$ cat config.mk
export PLATFORM = sky130hd
export DESIGN_NAME = hawk_cmpdcmp_rd_mngr
export DESIGN_NICKNAME = d
export VERILOG_FILES = /design/src/rtl/hacd_pkg.sv /design/src/rtl/hawk_cmpdcmp_rd_mngr.sv
export SDC_FILE = /design/constraint.sdc
export NUM_CORES = 1
export LEC_CHECK = 0
export CAP_MARGIN = 20
export CORE_AREA = 2 2 463 465
export DETAILED_ROUTE_END_ITERATION = 12
export DIE_AREA = 0 0 465 467
export SYNTH_ARGS = -nofsm -noshare
export SYNTH_HDL_FRONTEND = slang
export SYNTH_SLANG_ARGS = --single-unit
$ cat constraint.sdc
create_clock -name clk_i -period 4.05 [get_ports clk_i]
set_input_delay 0.81 -clock clk_i [delete_from_list [all_inputs] [get_ports clk_i]]
set_output_delay 0.81 -clock clk_i [all_outputs]
set_load 0.05 [all_outputs]
$ cat src/rtl/hacd_pkg.sv
// Shared types and constants for the HAWK compress/decompress page managers.
package hacd_pkg;

  localparam int HAWK_LINE_BYTES = 64;
  localparam int HAWK_PAGE_LINES = 64;

  typedef enum logic [1:0] {
    RD_IDLE  = 2'd0,
    RD_ISSUE = 2'd1,
    RD_DRAIN = 2'd2,
    RD_DONE  = 2'd3
  } rd_mngr_state_t;

  typedef struct packed {
    rd_mngr_state_t state;
    logic [6:0]     ar_cnt;
    logic [6:0]     r_cnt;
  } debug_pgrd_cmpdcmp_mngr;

endpackage

$ cat src/rtl/hawk_cmpdcmp_rd_mngr.sv
// Page read manager: issues one single-beat AXI read per cache line, bounds
// outstanding reads and forwards every returned line into the write FIFO.
module hawk_cmpdcmp_rd_mngr
  import hacd_pkg::*;
#(
  parameter int LINE_BYTES      = HAWK_LINE_BYTES,
  parameter int MAX_LINES       = HAWK_PAGE_LINES,
  parameter int MAX_OUTSTANDING = 4,
  parameter int ADDR_W          = 64,
  parameter int DATA_W          = LINE_BYTES * 8
) (
  input  logic                   clk_i,
  input  logic                   rst_i,
  input  logic                   trigger_i,
  input  logic [ADDR_W-1:0]      src_addr_i,
  input  logic [6:0]             nlines_i,
  output logic [ADDR_W-1:0]      araddr_o,
  output logic                   arvalid_o,
  input  logic                   arready_i,
  input  logic [DATA_W-1:0]      rdata_i,
  input  logic [1:0]             rresp_i,
  input  logic                   rvalid_i,
  output logic                   rready_o,
  output logic [DATA_W-1:0]      fifo_wdata_o,
  output logic                   fifo_push_o,
  input  logic                   fifo_full_i,
  output logic                   rd_busy_o,
  output logic                   rd_done_o,
  output logic                   rd_err_o,
  output debug_pgrd_cmpdcmp_mngr debug_rd_mngr_o
);

  localparam int               OFF_W   = $clog2(LINE_BYTES);
  localparam int               OUT_W   = $clog2(MAX_OUTSTANDING + 1);
  localparam logic [6:0]       MAX_N   = 7'(MAX_LINES);
  localparam logic [OUT_W-1:0] OUT_MAX = OUT_W'(MAX_OUTSTANDING);

  rd_mngr_state_t    state_q, state_d;
  logic [ADDR_W-1:0] base_q, base_d;
  logic [6:0]        n_q, n_d;
  logic [6:0]        ar_cnt_q, ar_cnt_d;
  logic [6:0]        r_cnt_q, r_cnt_d;
  logic [OUT_W-1:0]  out_q, out_d;
  logic              err_q, err_d;
  logic              ar_hs, r_hs;
  logic [6:0]        n_clamp;
  logic              unused_line_offset;

  assign n_clamp            = (nlines_i > MAX_N) ? MAX_N : nlines_i;
  assign unused_line_offset = ^src_addr_i[OFF_W-1:0];

  always_comb begin
    // NOTE: every signal driven here gets a default first, so no path can infer a latch.
    state_d      = state_q;
    base_d       = base_q;
    n_d          = n_q;
    ar_cnt_d     = ar_cnt_q;
    r_cnt_d      = r_cnt_q;
    out_d        = out_q;
    err_d        = err_q;
    arvalid_o    = 1'b0;
    araddr_o     = '0;
    rready_o     = 1'b0;
    fifo_push_o  = 1'b0;
    fifo_wdata_o = '0;
    rd_done_o    = 1'b0;
    rd_err_o     = 1'b0;

    // AR depends only on registered state, so it stays stable until accepted.
    if (state_q == RD_ISSUE && ar_cnt_q < n_q && out_q < OUT_MAX) begin
      arvalid_o = 1'b1;
      araddr_o  = base_q + (ADDR_W'(ar_cnt_q) << OFF_W);
    end
    ar_hs = arvalid_o && arready_i;

    rready_o = (state_q == RD_ISSUE || state_q == RD_DRAIN) && !fifo_full_i;
    r_hs     = rready_o && rvalid_i;

    if (r_hs) begin
      fifo_push_o  = 1'b1;
      fifo_wdata_o = rdata_i;
      r_cnt_d      = r_cnt_q + 7'd1;
      err_d        = err_q | (rresp_i != 2'b00);
    end
    if (ar_hs) ar_cnt_d = ar_cnt_q + 7'd1;

    if (ar_hs && !r_hs)                     out_d = out_q + 1'b1;
    else if (r_hs && !ar_hs && out_q != '0) out_d = out_q - 1'b1;

    case (state_q)
      RD_IDLE: begin
        if (trigger_i) begin
          base_d   = {src_addr_i[ADDR_W-1:OFF_W], OFF_W'(0)};
          n_d      = n_clamp;
          ar_cnt_d = '0;
          r_cnt_d  = '0;
          out_d    = '0;
          err_d    = 1'b0;
          state_d  = (n_clamp == '0) ? RD_DONE : RD_ISSUE;
        end
      end
      RD_ISSUE: if (ar_hs && ar_cnt_d == n_q) state_d = RD_DRAIN;
      RD_DRAIN: if (r_hs && r_cnt_d == n_q)   state_d = RD_DONE;
      RD_DONE: begin
        rd_done_o = 1'b1;
        rd_err_o  = err_q;
        state_d   = RD_IDLE;
      end
      default: state_d = RD_IDLE;
    endcase
  end

  always_ff @(posedge clk_i) begin
    // NOTE: state registers use non-blocking assignments so all flops update from pre-edge values.
    if (rst_i) begin
      state_q  <= RD_IDLE;
      base_q   <= '0;
      n_q      <= '0;
      ar_cnt_q <= '0;
      r_cnt_q  <= '0;
      out_q    <= '0;
      err_q    <= 1'b0;
    end else begin
      state_q  <= state_d;
      base_q   <= base_d;
      n_q      <= n_d;
      ar_cnt_q <= ar_cnt_d;
      r_cnt_q  <= r_cnt_d;
      out_q    <= out_d;
      err_q    <= err_d;
    end
  end

  assign rd_busy_o       = (state_q != RD_IDLE);
  assign debug_rd_mngr_o = '{state: state_q, ar_cnt: ar_cnt_q, r_cnt: r_cnt_q};

endmodule

==> key figures <==
Global route
  • Final global-route overflow total: 0
  • Largest net degree at the start of global routing: 67
  • Tot GR Track Use: 17.99%
  • Antenna violations before repair: 263
  • First-pass GRT wire length: 236,300 um
  • Vias in the first global route: 14,627

Finish
  • Most common cell after layout, fill and taps aside: clkdlybuf4s50_1
  • Fillers: 23,834
  • Final Core Density: 14.56%
  • Commonest cells after routing, fill and taps aside: 601 x clkdlybuf4s50_1, 587 x buf_12, 518 x and2_1
  • P&R area growth vs syn: 251.4%
  • Share of cells above drive strength 1: 30.20%
  • Nets: 3,007
  • Non-Filler Instances: 5,271

Power
  • Pleak: 11.02 nW
  • Peak VDD IR: 0.2124 mV
  • Pwr dens: 350.2 nW/um^2

Critical path
  • FF-to-FF path depth: 11
  • Crit path capture type: output port
  • Critical Path Fanout Max: 8
  • Number of buffers and inverters on the critical path: 2
  • Path type of the worst setup path: flop to output port
  • Crit path arrival time: 3.11 ns
  • Worst path cell trace: ha_1 > fa_1 > a21o_1 > a21oi_1 > o21bai_1 > a21oi_2 > o21bai_2 > nand4_1 > mux2i_4 > buf_4 > buf_12
  • Startpoint class of the critical path: flop
  • Critical path data required time: 3.24 ns
  • Worst path max stage delay: 0.41 ns
  • R2r setup slk: 1.02 ns
  • Crit path max-delay family: compound AO/OA/AOI/OAI gates
  • R2R Path End: out_q[2]
  • Crit path max-delay cell type: fa_1
  • Crit Reg-Reg Startpoint: n_q[4]

Drt
  • DR vias/cell: 2.899
  • Initial DRC Count: 1,032
  • Metal-1 WL: 63,800 um
  • Routed WL: 203,100 um
  • WL/cell: 38.54 um
  • DR top layer: met5
  • Vias: 15,278
  • Routed Antenna Nets: 0
  • Met3 wire length: 25,670 um
  • 1st-pass router iterations: 8
  • Routed wl met2: 105,900 um
  • Remaining routing DRC violations: 0

Timing
  • Slew headroom: 42.30%
  • Tmin final: 3.922 ns
  • Fin. max-slew vios: 0
  • Final setup margin: 0.1283 ns
  • Slew @ Worst Pin: 0.8589 ns
  • Final Skew: 0.01546 ns
  • Worst-case hold slack: 0.5013 ns
  • RSZ-0062 raised after global routing: true
  • Endpoints failing hold: 0
  • Final setup viols: 0
  • Upper clock frequency limit: 255.0 MHz
  • Tcrit/Tclk final: 96.83%

Worst hold path
  • Hold Crit Start: base_q[6]
  • Tightest Hold Check Type: flop to flop
  • Hold Path Depth: 1
  • Hold endpoint: base_q[6]

Floorplan
  • Row Count: 169
  • I/O Pins: 1,189
  • Initial Util: 4.144%
  • Core area: 211,700 um^2
  • Full die area: 217,200 um^2
  • Die width: 465 um
  • Die Span Y: 467 um

Placed design
  • Post-DP HPWL: 191,300 um
  • I/O Buffers: 1,176
  • Worst slack, placed: 0.1625 ns
  • Placed cells: 5,198
  • Gpl congestion: 1.055

Yosys
  • Async S/R FF share, synth: 0%
  • Largest area contributor in the netlist: and2_1
  • Number of flops mapped to enable cells by yosys: 0
  • Synth top area cells: and2_1 37%, dfxtp_1 19%, a22o_1 5.3%
  • Mapped cell area: 8772 um^2
  • Number of synthesized register bits: 85
  • Syn Area/Cell: 7.109 um^2
  • Synth cell types: 58
  • Number of synthesis warnings: 0
  • Synth top area share: 36.94%
  • Primary FF master, synth: dfxtp_1
  • Post-Synthesis Cells: 1,234
  • Seq/Total Area, Yosys: 19.40%

Job
  • Max-Cap Viols: 0

Clocking
  • CTS tree: done
  • Clk_lat worst skew: 0.35 ns
  • Hold_buf cts: 0
  • Clock transition at path regs: 0.07 ns
  • Clock sink count: 85
  • Maximum clock path buffer count: 2
  • Clock root buffer: clkbuf_16
  • CTS buffer count: 9
  • H-tree Lvls: 3

Run status
  • Status: finished, final reports clean
[cells by family (layout without fill, tap and decap cells)]
family,count (synthesis),in the layout,synth area share (%)
muxes,11,11,1.284
DFF,85,85,19.40
buffers and inverters,134,1292,6.062
adders and majority gates,24,24,3.509
other,1,59,0.04275
AOI/OAI and AO/OA,193,193,15.21
xor gates and xnor gates,33,33,3.452
and+or+nand+nor,753,753,51.05
[per-stage QoR]
stage / power [mW] / TNS [ns] / area, um^2
after floorplan: 4.714 / -0.01350 / 8944
after global placement: 10.12 / 0 / 30250
after detailed placement: 10.11 / 0 / 30250
after CTS: 11.00 / 0 / 30570
after global routing: 11.20 / -0.08461 / 30760
final: 10.79 / 0 / 30820
[cells in the mapped netlist, types with 4 or more instances]
| library cell | instances |
|---|---|
| a22o_1 | 53 |
| a21oi_1 | 47 |
| inv_1 | 30 |
| dfxtp_1 | 85 |
| or4_1 | 19 |
| and2_1 | 518 |
| nand2b_1 | 13 |
| o31ai_1 | 16 |
| nor4_1 | 4 |
| nand4b_1 | 7 |
| xnor2_1 | 22 |
| buf_4 | 7 |
| and3_1 | 14 |
| nand3_1 | 21 |
| nand4_1 | 22 |
| nor3_1 | 8 |
| mux2i_1 | 9 |
| clkbuf_1 | 94 |
| nand2_1 | 65 |
| o211ai_1 | 4 |
| ha_1 | 23 |
| o21ai_0 | 41 |
| or3_1 | 14 |
| nor2_1 | 39 |
| xor2_1 | 10 |
[how the worst max path moves through the flow]
| stage | from | endpoint | slack [ns] | cells past startpoint |
|---|---|---|---|---|
| after floorplan | ar_cnt_q[0] | araddr_o[54] | -0.01 | 11 |
| after global placement | ar_cnt_q[0] | araddr_o[50] | 0.17 | 11 |
| after detailed placement | ar_cnt_q[0] | araddr_o[50] | 0.16 | 11 |
| after CTS | base_q[14] | araddr_o[57] | 0.01 | 11 |
| after global routing | base_q[37] | araddr_o[62] | -0.04 | 11 |
| final | ar_cnt_q[0] | araddr_o[50] | 0.13 | 11 |
[state kept, by name, indices dropped and copies added (netlist names)]
name      flops
ar_cnt_q      7
state_q       2
r_cnt_q       7
base_q       58
err_q         1
n_q           7
out_q         3
[where the power goes]
| group | leakage, nW | internal, mW | switching, mW |
|---|---|---|---|
| logic | 10.2 | 3.67 | 5.16 |
| registers | 0.696 | 0.961 | 0.161 |
| clock network | 0.139 | 0.444 | 0.398 |
[metal layers]
metal | up-vias | track usage (%)
li1 | 6492 | -
met1 | 7087 | 16.45
met2 | 1209 | 33.62
met3 | 406 | 10.45
met4 | 84 | 4.664
met5 | - | 0
[what timing repair did]
item	in CTS	in global routing
resized for setup	7	17
pin swaps	1	9
endpoints found under the hold margin	0	0
setup endpoints to repair	12	23
buffers inserted	0	3
gates cloned	0	1
[worst register-to-register path, delay by kind of cell (launching register included)]
family / cells / cell delay [ns]
and+or+nand+nor: 3 / 0.59
buffers and inverters: 3 / 0.46
DFF: 1 / 0.48
adders and majority gates: 1 / 0.30
AOI/OAI and AO/OA: 4 / 1.10
[area by class of cell]
cell class,instances,area [um^2],area share [%]
inverters,31,123.9,0.4019
clock buffers,10,239.0,0.7753
well taps,2821,3530,11.45
repair buffers,1245,18230,59.14
flip-flops and latches,85,1707,5.537
diodes,53,132.6,0.4303
clock inverters,6,55.05,0.1786
multi-input cells,1020,6809,22.09
No activity file was read; power rests on OpenSTA's default activity.
